--- src/rtl/complex_fu_wb_buffer_pkg.sv ---
// Shared widths and packet type for the complex FU writeback buffer.
// Widths fall back to core defaults when the global define file is absent.
`ifndef SIZE_DATA
`define SIZE_DATA 32
`endif
`ifndef SIZE_PHYSICAL_LOG
`define SIZE_PHYSICAL_LOG 7
`endif
`ifndef EXECUTION_FLAGS
`define EXECUTION_FLAGS 6
`endif

package complex_fu_wb_buffer_pkg;

  localparam int DATA_W   = `SIZE_DATA;
  localparam int PHYS_W   = `SIZE_PHYSICAL_LOG;
  localparam int FLAG_W   = `EXECUTION_FLAGS;
  localparam int RES_W    = 2 * DATA_W;
  localparam int WB_PKT_W = PHYS_W + RES_W + FLAG_W;

  typedef struct packed {
    logic [PHYS_W-1:0] tag;
    logic [RES_W-1:0]  result;
    logic [FLAG_W-1:0] flags;
  } wb_pkt_t;

endpackage

--- src/rtl/complex_fu_wb_buffer_fifo.sv ---
// Writeback queue; extra pointer MSB tells full from empty on wrap.
module wb_fifo #(
  parameter int DEPTH = 4,
  parameter int WIDTH = 8
) (
  input  logic                     clk,
  input  logic                     reset,
  input  logic                     flush,
  input  logic                     push,
  input  logic                     pop,
  input  logic [WIDTH-1:0]         din,
  output logic                     full,
  output logic                     empty,
  output logic [$clog2(DEPTH):0]   count,
  output logic [WIDTH-1:0]         head
);

  localparam int AW = $clog2(DEPTH);

  logic [AW:0]      wr_ptr;
  logic [AW:0]      rd_ptr;
  logic [WIDTH-1:0] mem [DEPTH];
  logic             do_push;
  logic             do_pop;

  assign full    = (wr_ptr[AW] != rd_ptr[AW]) &&
                   (wr_ptr[AW-1:0] == rd_ptr[AW-1:0]);
  assign empty   = (wr_ptr == rd_ptr);
  assign count   = wr_ptr - rd_ptr;
  assign head    = mem[rd_ptr[AW-1:0]];
  assign do_push = push & ~full;
  assign do_pop  = pop & ~empty;

  always_ff @(posedge clk or posedge reset) begin
    if (reset) begin
      wr_ptr <= '0;
      rd_ptr <= '0;
    end else if (flush) begin
      wr_ptr <= '0;
      rd_ptr <= '0;
    end else begin
      if (do_push) wr_ptr <= wr_ptr + 1'b1;
      if (do_pop)  rd_ptr <= rd_ptr + 1'b1;
    end
  end

  always_ff @(posedge clk) begin
    if (do_push) mem[wr_ptr[AW-1:0]] <= din;
  end

  // Credits upstream must make this impossible.
  always_ff @(posedge clk) begin
    if (!reset && !flush) assert (!(push && full));
  end

endmodule

--- src/rtl/complex_fu_wb_buffer.sv ---
// Complex ALU result consumer: fixed-latency pipe into a credited
// writeback FIFO.
module complex_fu_wb_buffer
  import complex_fu_wb_buffer_pkg::*;
#(
  parameter int LATENCY   = 4,
  parameter int OUT_DEPTH = 4
) (
  input  logic              clk,
  input  logic              reset,
  input  logic              flush_i,
  input  logic              valid_i,
  output logic              ready_o,
  input  logic [PHYS_W-1:0] tag_i,
  input  logic [RES_W-1:0]  result_i,
  input  logic [FLAG_W-1:0] flags_i,
  output logic              wb_valid_o,
  input  logic              wb_grant_i,
  output logic [PHYS_W-1:0] wb_tag_o,
  output logic [RES_W-1:0]  wb_result_o,
  output logic [FLAG_W-1:0] wb_flags_o
);

  localparam int CW = $clog2(OUT_DEPTH + 1);

  logic [CW-1:0]               cnt;
  logic                        accept;
  logic                        pop;
  logic                        full;
  logic                        empty;
  logic [$clog2(OUT_DEPTH):0]  fifo_count;
  logic [WB_PKT_W-1:0]         head_raw;
  logic [LATENCY-1:0]          stg_v;
  wb_pkt_t                     in_pkt;
  wb_pkt_t                     head_pkt;

  assign in_pkt  = '{tag: tag_i, result: result_i, flags: flags_i};
  assign ready_o = (cnt < CW'(OUT_DEPTH));
  assign accept  = valid_i & ready_o & ~flush_i;
  assign pop     = wb_valid_o & wb_grant_i;

  for (genvar i = 0; i < LATENCY; i++) begin : g_stage
    logic    v;
    logic    v_in;
    wb_pkt_t d;
    wb_pkt_t d_in;

    if (i == 0) begin : g_first
      assign v_in = accept;
      assign d_in = in_pkt;
    end else begin : g_next
      assign v_in = g_stage[i-1].v;
      assign d_in = g_stage[i-1].d;
    end

    always_ff @(posedge clk or posedge reset) begin
      if (reset)        v <= 1'b0;
      else if (flush_i) v <= 1'b0;
      else              v <= v_in;
    end

    always_ff @(posedge clk) begin
      d <= d_in;
    end

    assign stg_v[i] = v;
  end

  wb_fifo #(
    .DEPTH (OUT_DEPTH),
    .WIDTH (WB_PKT_W)
  ) u_fifo (
    .clk   (clk),
    .reset (reset),
    .flush (flush_i),
    .push  (g_stage[LATENCY-1].v),
    .pop   (pop),
    .din   (g_stage[LATENCY-1].d),
    .full  (full),
    .empty (empty),
    .count (fifo_count),
    .head  (head_raw)
  );

  always_ff @(posedge clk or posedge reset) begin
    if (reset) begin
      cnt <= '0;
    end else if (flush_i) begin
      cnt <= '0;
    end else if (accept && !pop) begin
      cnt <= cnt + 1'b1;
    end else if (pop && !accept) begin
      cnt <= cnt - 1'b1;
    end
  end

  // Credits track exactly what is in the pipe plus the queue.
  always_ff @(posedge clk) begin
    if (!reset) begin
      assert (int'(cnt) == $countones(stg_v) + int'(fifo_count));
      assert (!(full && !empty && fifo_count != OUT_DEPTH));
    end
  end

  assign head_pkt    = empty ? '0 : wb_pkt_t'(head_raw);
  assign wb_valid_o  = ~empty;
  assign wb_tag_o    = head_pkt.tag;
  assign wb_result_o = head_pkt.result;
  assign wb_flags_o  = head_pkt.flags;

endmodule

--- config.mk ---
export PLATFORM = sky130hd
export DESIGN_NAME = complex_fu_wb_buffer
export DESIGN_NICKNAME = d
export VERILOG_FILES = /design/src/rtl/complex_fu_wb_buffer_pkg.sv /design/src/rtl/complex_fu_wb_buffer_fifo.sv /design/src/rtl/complex_fu_wb_buffer.sv
export SDC_FILE = /design/constraint.sdc
export NUM_CORES = 1
export LEC_CHECK = 0
export CAP_MARGIN = 10
export CORE_MARGIN = 2
export CORE_UTILIZATION = 65
export CTS_CLUSTER_DIAMETER = 50
export DETAILED_ROUTE_END_ITERATION = 7
export DONT_BUFFER_PORTS = 1
export PLACE_DENSITY = 0.81
export SETUP_SLACK_MARGIN = 0.02
export SLEW_MARGIN = 25
export SYNTH_ARGS = -nofsm -noshare
export SYNTH_HDL_FRONTEND = slang
export SYNTH_HIERARCHICAL = 1
export SYNTH_SLANG_ARGS = --single-unit
--- constraint.sdc ---
create_clock -name clk -period 8.9 [get_ports clk]
set_input_delay 1.78 -clock clk [delete_from_list [all_inputs] [get_ports clk]]
set_output_delay 1.78 -clock clk [all_outputs]
set_load 0.01 [all_outputs]
==> impl_metrics.csv, run 1 <==
group,metric,value,unit
run_status,outcome,"completed",
drt,finalWirelength,29400,um
die,die_y,173,um
setup_path,cp_top_family,"buffers and inverters",
global_routing,grt_pass1_wl,45400,um
cts,numCtsBuffers,57,
cts,htreeDepth,2,
drt,drtIter0Drc,463,
logic_synthesis,syn_inst,890,
power,finalPower,5.97,mW
finish,fin_cells,1352,
setup_path,cp_data_required_time,7.12,ns
global_routing,antenna_found_initial,0,
place,numPortBuffers,0,
timing,hold_viol,0,
cts,cts_resized,0,
place,dp.cells,1245,
die,io-pin-count,161,
setup_path,path_max_fanout,29,
cts,cts.path.max_buffers,3,
drt,drc,0,
logic_synthesis,yosys_warnings,6,
global_routing,grt_usage,20.0,%
global_routing,grt_pass1_vias,7951,
setup_path,crit_path_top_delay_cell,"dfrtp_4",
cts,cts.reportedPaths.clkPinSlew,0.07,ns
logic_synthesis,synth_area,18600,um2
die,dieArea,30000,um2
timing,max_slew_margin,36.9,%
timing,max_freq,193,MHz
timing,setup_viol,0,
hold_path,min_path_type,"reg -> reg",
place,hpwlAfterDp,15700,um
global_routing,grt_max_degree,80,
place,gp_congestion,0.700,
setup_path,max_stage_delay,0.82,ns
cts,cts_root_buf,"clkbuf_16",
setup_path,cp_common_cell,"buf_4",
timing,rsz0062_at_grt,"false",
timing,slew_viol_final,0,
logic_synthesis,syn_nets,980,
cts,clk_latency,0.57,ns
timing,tightest_slew,0.946,ns
cts,cts_setup_buffers,0,
setup_path,critical_path_class,"reg -> out",
logic_synthesis,avgSynthCellArea,20.9,um2
place,placedInstanceArea,19000,um2
finish,diodes,0,
finish,final_cell_mix,"308 x dfxtp_1, 308 x edfxtp_1, 81 x nor2b_1",
drt,vias_per_cell,5.49,
setup_path,worstSetupEndpointType,"output pin",
cts,cts_num_sinks,629,
die,start_util,66.5,%
cts,ctsHoldBuffers,0,
timing,hold_ws,0.318,ns
drt,drtAntennaViolNets,0,
setup_path,critPathLaunchType,"flop",
finish,final_cell_area,20900,um2
setup_path,cp_num_buf_inv,2,
drt,vias,7422,
die,die_w,173,um
power,peakVddDrop,257,uV
flow_run,cap_viol_max_count,0,
drt,first_pass_iters,4,
die,core_area,28000,um2
setup_path,crit_chain,"buf_4, buf_4, mux4_2, nor2b_1",
setup_path,cp.arrival,3.41,ns
global_routing,overflow,0,
timing,fin_skew,0.0265,ns
timing,finalCritPeriodShare,58.3,%
power,leakagePower,7.24,nW
cts,tritoncts,"done",
drt,drt-wirelength-per-cell,21.8,um
finish,synthToLayoutAreaGrowth,12.1,%
finish,drive_gt1_share,18.8,%
finish,nNetsFinal,1016,
timing,fin_crit,5.19,ns
timing,tns,0,ns
die,rows,61,
finish,fillCellCount,1526,
power,power.density,286,nW/um2
sequential cells by signal, indices dropped and copies added (netlist names):
name and cells:
u_fifo/rd_ptr 3, u_fifo/wr_ptr 3, u_fifo/mem 308, g_stage.v 4, cnt 3, g_stage.d 308
power by group:
group / internal [mW] / switching [mW] / total [mW]
registers: 3.13 / 0.0612 / 3.19
clock network: 1.36 / 0.998 / 2.36
logic: 0.188 / 0.233 / 0.421
area by class of cell:
cell class / count / area (um2) / area share, %
Clock buffer: 76 / 1580 / 7.56
Timing Repair Buffer: 7 / 56.3 / 0.269
Sequential cell: 629 / 15700 / 75.4
Clock inverter: 31 / 270 / 1.29
Inverter: 9 / 33.8 / 0.162
Multi-Input combinational cell: 222 / 2740 / 13.1
Tap cell: 378 / 473 / 2.26
metrics by stage:
stage | util (%) | worst slack [ns]
after detailed placement | 68.0 | 4.18
after floorplan | - | 5.31
after global placement | 68.0 | 4.21
after CTS | 74.6 | 3.57
final | 74.6 | 3.71
after global routing | 74.6 | 3.43
worst register-to-register path, cell delays in order, from the launching register on:
cell      delay (ns)
dfrtp_4         0.82
ha_1            0.42
and3_4          0.45
nor2b_4         0.41
and2b_2         0.27
fa_1            0.40
nor2b_1         0.12
nor3_1          0.06
a311oi_1        0.31
metal layers:
layer | up-vias | track usage [%] | wire (um)
met5 | - | 0 | 0
met4 | 0 | 6.50 | 696
met3 | 52 | 3.40 | 1310
met2 | 195 | 35.2 | 15400
met1 | 3794 | 25.8 | 12000
li1 | 3381 | - | -
worst paths after layout:
kind | start | to | slack [ns] | depth (start not counted)
worst max-delay path | u_fifo/rd_ptr[0] | wb_result_o[46] | 3.71 | 4
worst min-delay path | g_stage[1].d[64] | g_stage[2].d[64] | 0.32 | 0
worst max register to register | u_fifo/rd_ptr[0] | cnt[2] | 5.54 | 8
worst min register to register | g_stage[1].d[64] | g_stage[2].d[64] | 0.32 | 0
max in group asynchronous | reset | cnt[1] | 7.63 | 1
min in group asynchronous | reset | u_fifo/rd_ptr[1] | 1.04 | 1
(Power assumes the default switching activity.)
==> inputs of run 2 (changes only) <==
--- a/config.mk
+++ b/config.mk
@@ -7,11 +7,11 @@
 export LEC_CHECK = 0
 export CAP_MARGIN = 10
 export CORE_MARGIN = 2
-export CORE_UTILIZATION = 65
+export CORE_UTILIZATION = 55
 export CTS_CLUSTER_DIAMETER = 50
 export DETAILED_ROUTE_END_ITERATION = 7
 export DONT_BUFFER_PORTS = 1
-export PLACE_DENSITY = 0.81
+export PLACE_DENSITY = 0.73
 export SETUP_SLACK_MARGIN = 0.02
 export SLEW_MARGIN = 25
 export SYNTH_ARGS = -nofsm -noshare
==> constraint.sdc (replaced) <==
create_clock -name clk -period 4.5 [get_ports clk]
set_input_delay 0.9 -clock clk [delete_from_list [all_inputs] [get_ports clk]]
set_output_delay 0.9 -clock clk [all_outputs]
set_load 0.01 [all_outputs]
==> run 2 against run 1 <==
Register-to-register slack lost 4.0 ns. Die area grew 18%. Routed wire length shrank 5.1%. Total power grew 100%. Largest cell class unchanged. Highest routed layer unchanged.
==> impl_metrics.csv, run 2 (same netlist as run 1, synthesis figures left out) <==
group,metric,value,unit
die,dieArea,35400,um2
cts,cts_setup_buffers,0,
finish,fin_cells,1429,
setup_path,critPathLaunchType,"flop",
cts,cts_num_sinks,629,
place,gp_congestion,0.698,
flow_run,cap_viol_max_count,0,
setup_path,cp_data_required_time,3.60,ns
timing,tightest_slew,0.740,ns
timing,finalCritPeriodShare,82.5,%
drt,first_pass_iters,4,
setup_path,reg2reg_depth,10,
place,numPortBuffers,0,
global_routing,grt_usage,16.1,%
timing,fin_skew,0.0188,ns
global_routing,grt_pass1_vias,7599,
finish,nNetsFinal,1019,
timing,layout_setup_ws,0.786,ns
timing,slew_viol_final,0,
cts,cts_root_buf,"clkbuf_16",
timing,tns,0,ns
timing,max_freq,269,MHz
cts,clk_latency,0.60,ns
hold_path,min_path_type,"in -> async",
global_routing,overflow,0,
die,die_w,188,um
setup_path,cp.arrival,2.81,ns
cts,cts.reportedPaths.clkPinSlew,0.06,ns
setup_path,r2r-end,"cnt[2]",
setup_path,path_max_fanout,41,
setup_path,r2r_start,"u_fifo/wr_ptr[0]",
cts,cts_resized,0,
die,rows,67,
die,core_area,33400,um2
global_routing,grt_pass1_wl,42900,um
setup_path,worstSetupEndpointType,"output pin",
cts,cts.path.max_buffers,3,
timing,setup_viol,0,
place,dp.cells,1315,
timing,rsz0062_at_grt,"false",
setup_path,r2r_setup_slack,1.51,ns
timing,hold_viol,0,
run_status,outcome,"completed",
setup_path,endpoint,"wb_result_o[51]",
cts,numCtsBuffers,59,
timing,fin_crit,3.71,ns
power,leakagePower,7.35,nW
timing,max_slew_margin,50.7,%
drt,drc,0,
die,start_util,55.7,%
drt,drt-wirelength-per-cell,19.6,um
cts,tritoncts,"done",
place,hpwlAfterDp,14900,um
global_routing,grt_max_degree,82,
drt,drtIter0Drc,481,
place,pre_cts_ws,1.34,ns
power,power.density,568,nW/um2
power,finalPower,12.0,mW
timing,hold_ws,0.129,ns
global_routing,antenna_found_initial,2,
drt,vias_per_cell,5.10,
drt,drtAntennaViolNets,0,
cts,ctsHoldBuffers,0,
finish,final_cell_mix,"308 x dfxtp_1, 308 x edfxtp_1, 81 x nor2b_1",
setup_path,critical_path_class,"reg -> out",
power,peakVddDrop,380,uV
finish,synthToLayoutAreaGrowth,13.8,%
finish,drive_gt1_share,20.1,%
die,io-pin-count,161,
die,die_y,188,um
drt,finalWirelength,27900,um
drt,vias,7295,
setup_path,crit_start,"u_fifo/rd_ptr[1]",
cts,htreeDepth,2,
-- run 2: cell count changes in the layout (fill, tap and decap cells not counted), moves of 4 or more --
cell      previous run  this run
clkbuf_8             6        14
buf_4                6         2
clkinv_1             9         4
clkbuf_1            12         8
buf_12               0         6
-- run 2: worst min-delay path by stage --
stage,endpoint,start,slack [ns],cells after the start
after floorplan,g_stage[1].d[0],g_stage[0].d[0],0.31,0
after global placement,g_stage[1].d[61],g_stage[0].d[61],0.31,0
after detailed placement,g_stage[3].d[41],g_stage[2].d[41],0.31,0
after CTS,u_fifo/wr_ptr[1],reset,0.1,1
after global routing,u_fifo/wr_ptr[1],reset,0.12,1
final,g_stage[1].v,reset,0.13,1
-- run 2: cell type report --
type / instances / area [um2]
flip-flops and latches: 629 / 15700
inverters: 9 / 33.8
well taps: 448 / 561
repair buffers: 8 / 135
fillers: 2240 / 12200
multi-input cells: 222 / 2740
diodes: 2 / 5.00
clock inverters: 29 / 273
clock buffers: 82 / 1720
-- run 2: where the power goes --
part	internal (mW)	total [mW]	switching, mW
clock network	2.87	4.89	2.02
registers	6.18	6.26	0.0752
logic	0.388	0.892	0.505
-- run 2: critical path, stage by stage, from the launching register on --
cell and delay (ns):
dfrtp_4 0.40, buf_4 0.47, buf_4 0.62, mux4_2 0.32, nor2b_1 0.32
-- run 2: metrics by stage --
stage / cell area, um2 / util (%)
after floorplan: 18600 / -
after global placement: 19200 / 57.4
after detailed placement: 19200 / 57.4
after CTS: 21200 / 63.4
after global routing: 21200 / 63.4
final: 21200 / 63.4
-- run 2: per-layer routing --
| metal | track usage [%] | share of wire (%) | routed length (um) | up-vias |
|---|---|---|---|---|
| li1 | - | - | - | 3395 |
| met1 | 21.5 | 43 | 12000 | 3692 |
| met2 | 26.2 | 50 | 14000 | 169 |
| met3 | 3.14 | 4.4 | 1240 | 39 |
| met4 | 6.94 | 2.6 | 714 | 0 |
| met5 | 0 | 0 | 0 | - |
==> inputs of run 3 (changes only) <==
==> constraint.sdc (replaced) <==
create_clock -name clk -period 3 [get_ports clk]
set_input_delay 0.6 -clock clk [delete_from_list [all_inputs] [get_ports clk]]
set_output_delay 0.6 -clock clk [all_outputs]
set_load 0.01 [all_outputs]
==> run 3 against run 2 <==
Utilization grew 2.7 points. Sequential power grew 50%. Non-clock buffer count grew 76. Largest power group unchanged.
==> impl_metrics.csv, run 3 (same netlist as run 1, synthesis figures left out) <==
group,metric,value,unit
drt,drtAntennaViolNets,0,
drt,first_pass_iters,4,
run_status,outcome,"completed",
setup_path,crit_chain,"inv_1, ha_2, and3_4, buf_16, nor2b_1",
power,leakagePower,7.73,nW
setup_path,crit_path_top_delay_cell,"dfrtp_1",
cts,numCtsBuffers,60,
timing,slew_viol_final,0,
power,peakVddDrop,671,uV
timing,max_freq,347,MHz
die,io-pin-count,161,
setup_path,endpoint,"wb_flags_o[5]",
timing,max_slew_margin,64.3,%
setup_path,critical_path_class,"reg -> out",
finish,drive_gt1_share,19.3,%
global_routing,grt_max_degree,79,
drt,drt-wirelength-per-cell,20.2,um
drt,vias,7719,
place,hpwlAfterDp,16000,um
timing,fin_skew,0.0133,ns
finish,fin_cells,1505,
timing,rsz0062_at_grt,"false",
setup_path,r2r_setup_slack,0.41,ns
die,die_w,188,um
finish,final_cell_mix,"308 x dfxtp_1, 308 x edfxtp_1, 78 x nor2b_1",
power,finalPower,18.4,mW
cts,cts.reportedPaths.clkPinSlew,0.06,ns
place,dp.cells,1321,
setup_path,cp.arrival,2.28,ns
drt,vias_per_cell,5.13,
global_routing,grt_pass1_vias,8170,
timing,tns,0,ns
timing,hold_viol,0,
cts,cts_root_buf,"clkbuf_16",
drt,drtIter0Drc,373,
timing,fin_crit,2.88,ns
setup_path,worstSetupEndpointType,"output pin",
place,gp_congestion,0.739,
timing,layout_setup_ws,0.118,ns
place,pre_cts_ws,0.470,ns
cts,htreeDepth,2,
die,dieArea,35400,um2
die,core_area,33400,um2
setup_path,r2r-end,"cnt[2]",
setup_path,r2r_start,"u_fifo/wr_ptr[0]",
setup_path,crit_start,"u_fifo/wr_ptr[0]",
timing,setup_viol,0,
finish,diodes,0,
global_routing,grt_pass1_wl,46300,um
finish,fillCellCount,2117,
place,numPortBuffers,0,
timing,tightest_slew,0.535,ns
global_routing,grt_usage,17.4,%
drt,drc,0,
setup_path,cp_data_required_time,2.40,ns
setup_path,path_max_fanout,23,
finish,multi_input_area,2750,um2
die,rows,67,
finish,nNetsFinal,1096,
cts,clk_latency,0.59,ns
power,power.density,833,nW/um2
die,die_y,188,um
setup_path,reg2reg_depth,9,
cts,cts_num_sinks,629,
global_routing,overflow,0,
finish,synthToLayoutAreaGrowth,18.7,%
die,start_util,55.7,%
hold_path,min_path_type,"in -> reg",
setup_path,max_stage_delay,0.42,ns
flow_run,cap_viol_max_count,0,
global_routing,antenna_found_initial,0,
timing,finalCritPeriodShare,96.1,%
cts,tritoncts,"done",
setup_path,critPathLaunchType,"flop",
cts,cts.path.max_buffers,3,
finish,seq_area,15700,um2
drt,finalWirelength,30500,um
## run 3: stage by stage
stage,util (%),hold WS [ns],cell area [um2]
2_1_floorplan,-,0.310,18600
3_3_place_gp,57.7,0.310,19300
3_5_place_dp,57.7,0.312,19300
4_1_cts,66.0,0.00335,22100
5_1_grt,66.1,0.00618,22100
6_report,66.1,0.0397,22100
## run 3: worst min-delay path by stage
stage	startpoint	end	cells after the start	slack [ns]
after global placement	g_stage[1].d[30]	g_stage[2].d[30]	0	0.31
after detailed placement	g_stage[0].d[24]	g_stage[1].d[24]	0	0.31
after global routing	tag_i[0]	g_stage[0].d[70]	0	0.006
after floorplan	g_stage[0].d[0]	g_stage[1].d[0]	0	0.31
after CTS	result_i[62]	g_stage[0].d[68]	0	0.003
final	result_i[62]	g_stage[0].d[68]	0	0.04
## run 3: routing by layer
layer  wire (um)  GRT usage [%]
met1       12700           21.7
met2       15500           29.8
met3        1570           4.29
met4         714           6.57
met5           0              0
## run 3: cell type report
| class | count | area share, % |
|---|---|---|
| Sequential cell | 629 | 71.2 |
| Multi-Input combinational cell | 222 | 12.4 |
| Clock buffer | 86 | 7.69 |
| Timing Repair Buffer | 84 | 4.57 |
| Tap cell | 448 | 2.53 |
| Clock inverter | 27 | 1.45 |
| Inverter | 9 | 0.153 |
## run 3: power by group
group | internal [mW] | total [mW] | switching, mW
sequential | 9.27 | 9.39 | 0.119
clock | 4.41 | 7.46 | 3.05
combinational | 0.729 | 1.57 | 0.843
## run 3: repair_timing
action | in CTS | in global routing
hold buffers | 69 | 0
buffers inserted | 0 | 0
gates cloned | 1 | 1
pin swaps | 0 | 1
setup endpoints to repair | 77 | 36
endpoints found under the hold margin | 81 | 0
gates resized for setup | 2 | 7
## run 3: worst max-delay path: cells and delay by family (launching register included)
family,cells,cell delay (ns)
DFF,1,0.42
adders and majority gates,1,0.33
and+or+nand+nor,2,0.60
buffers and inverters,2,0.32
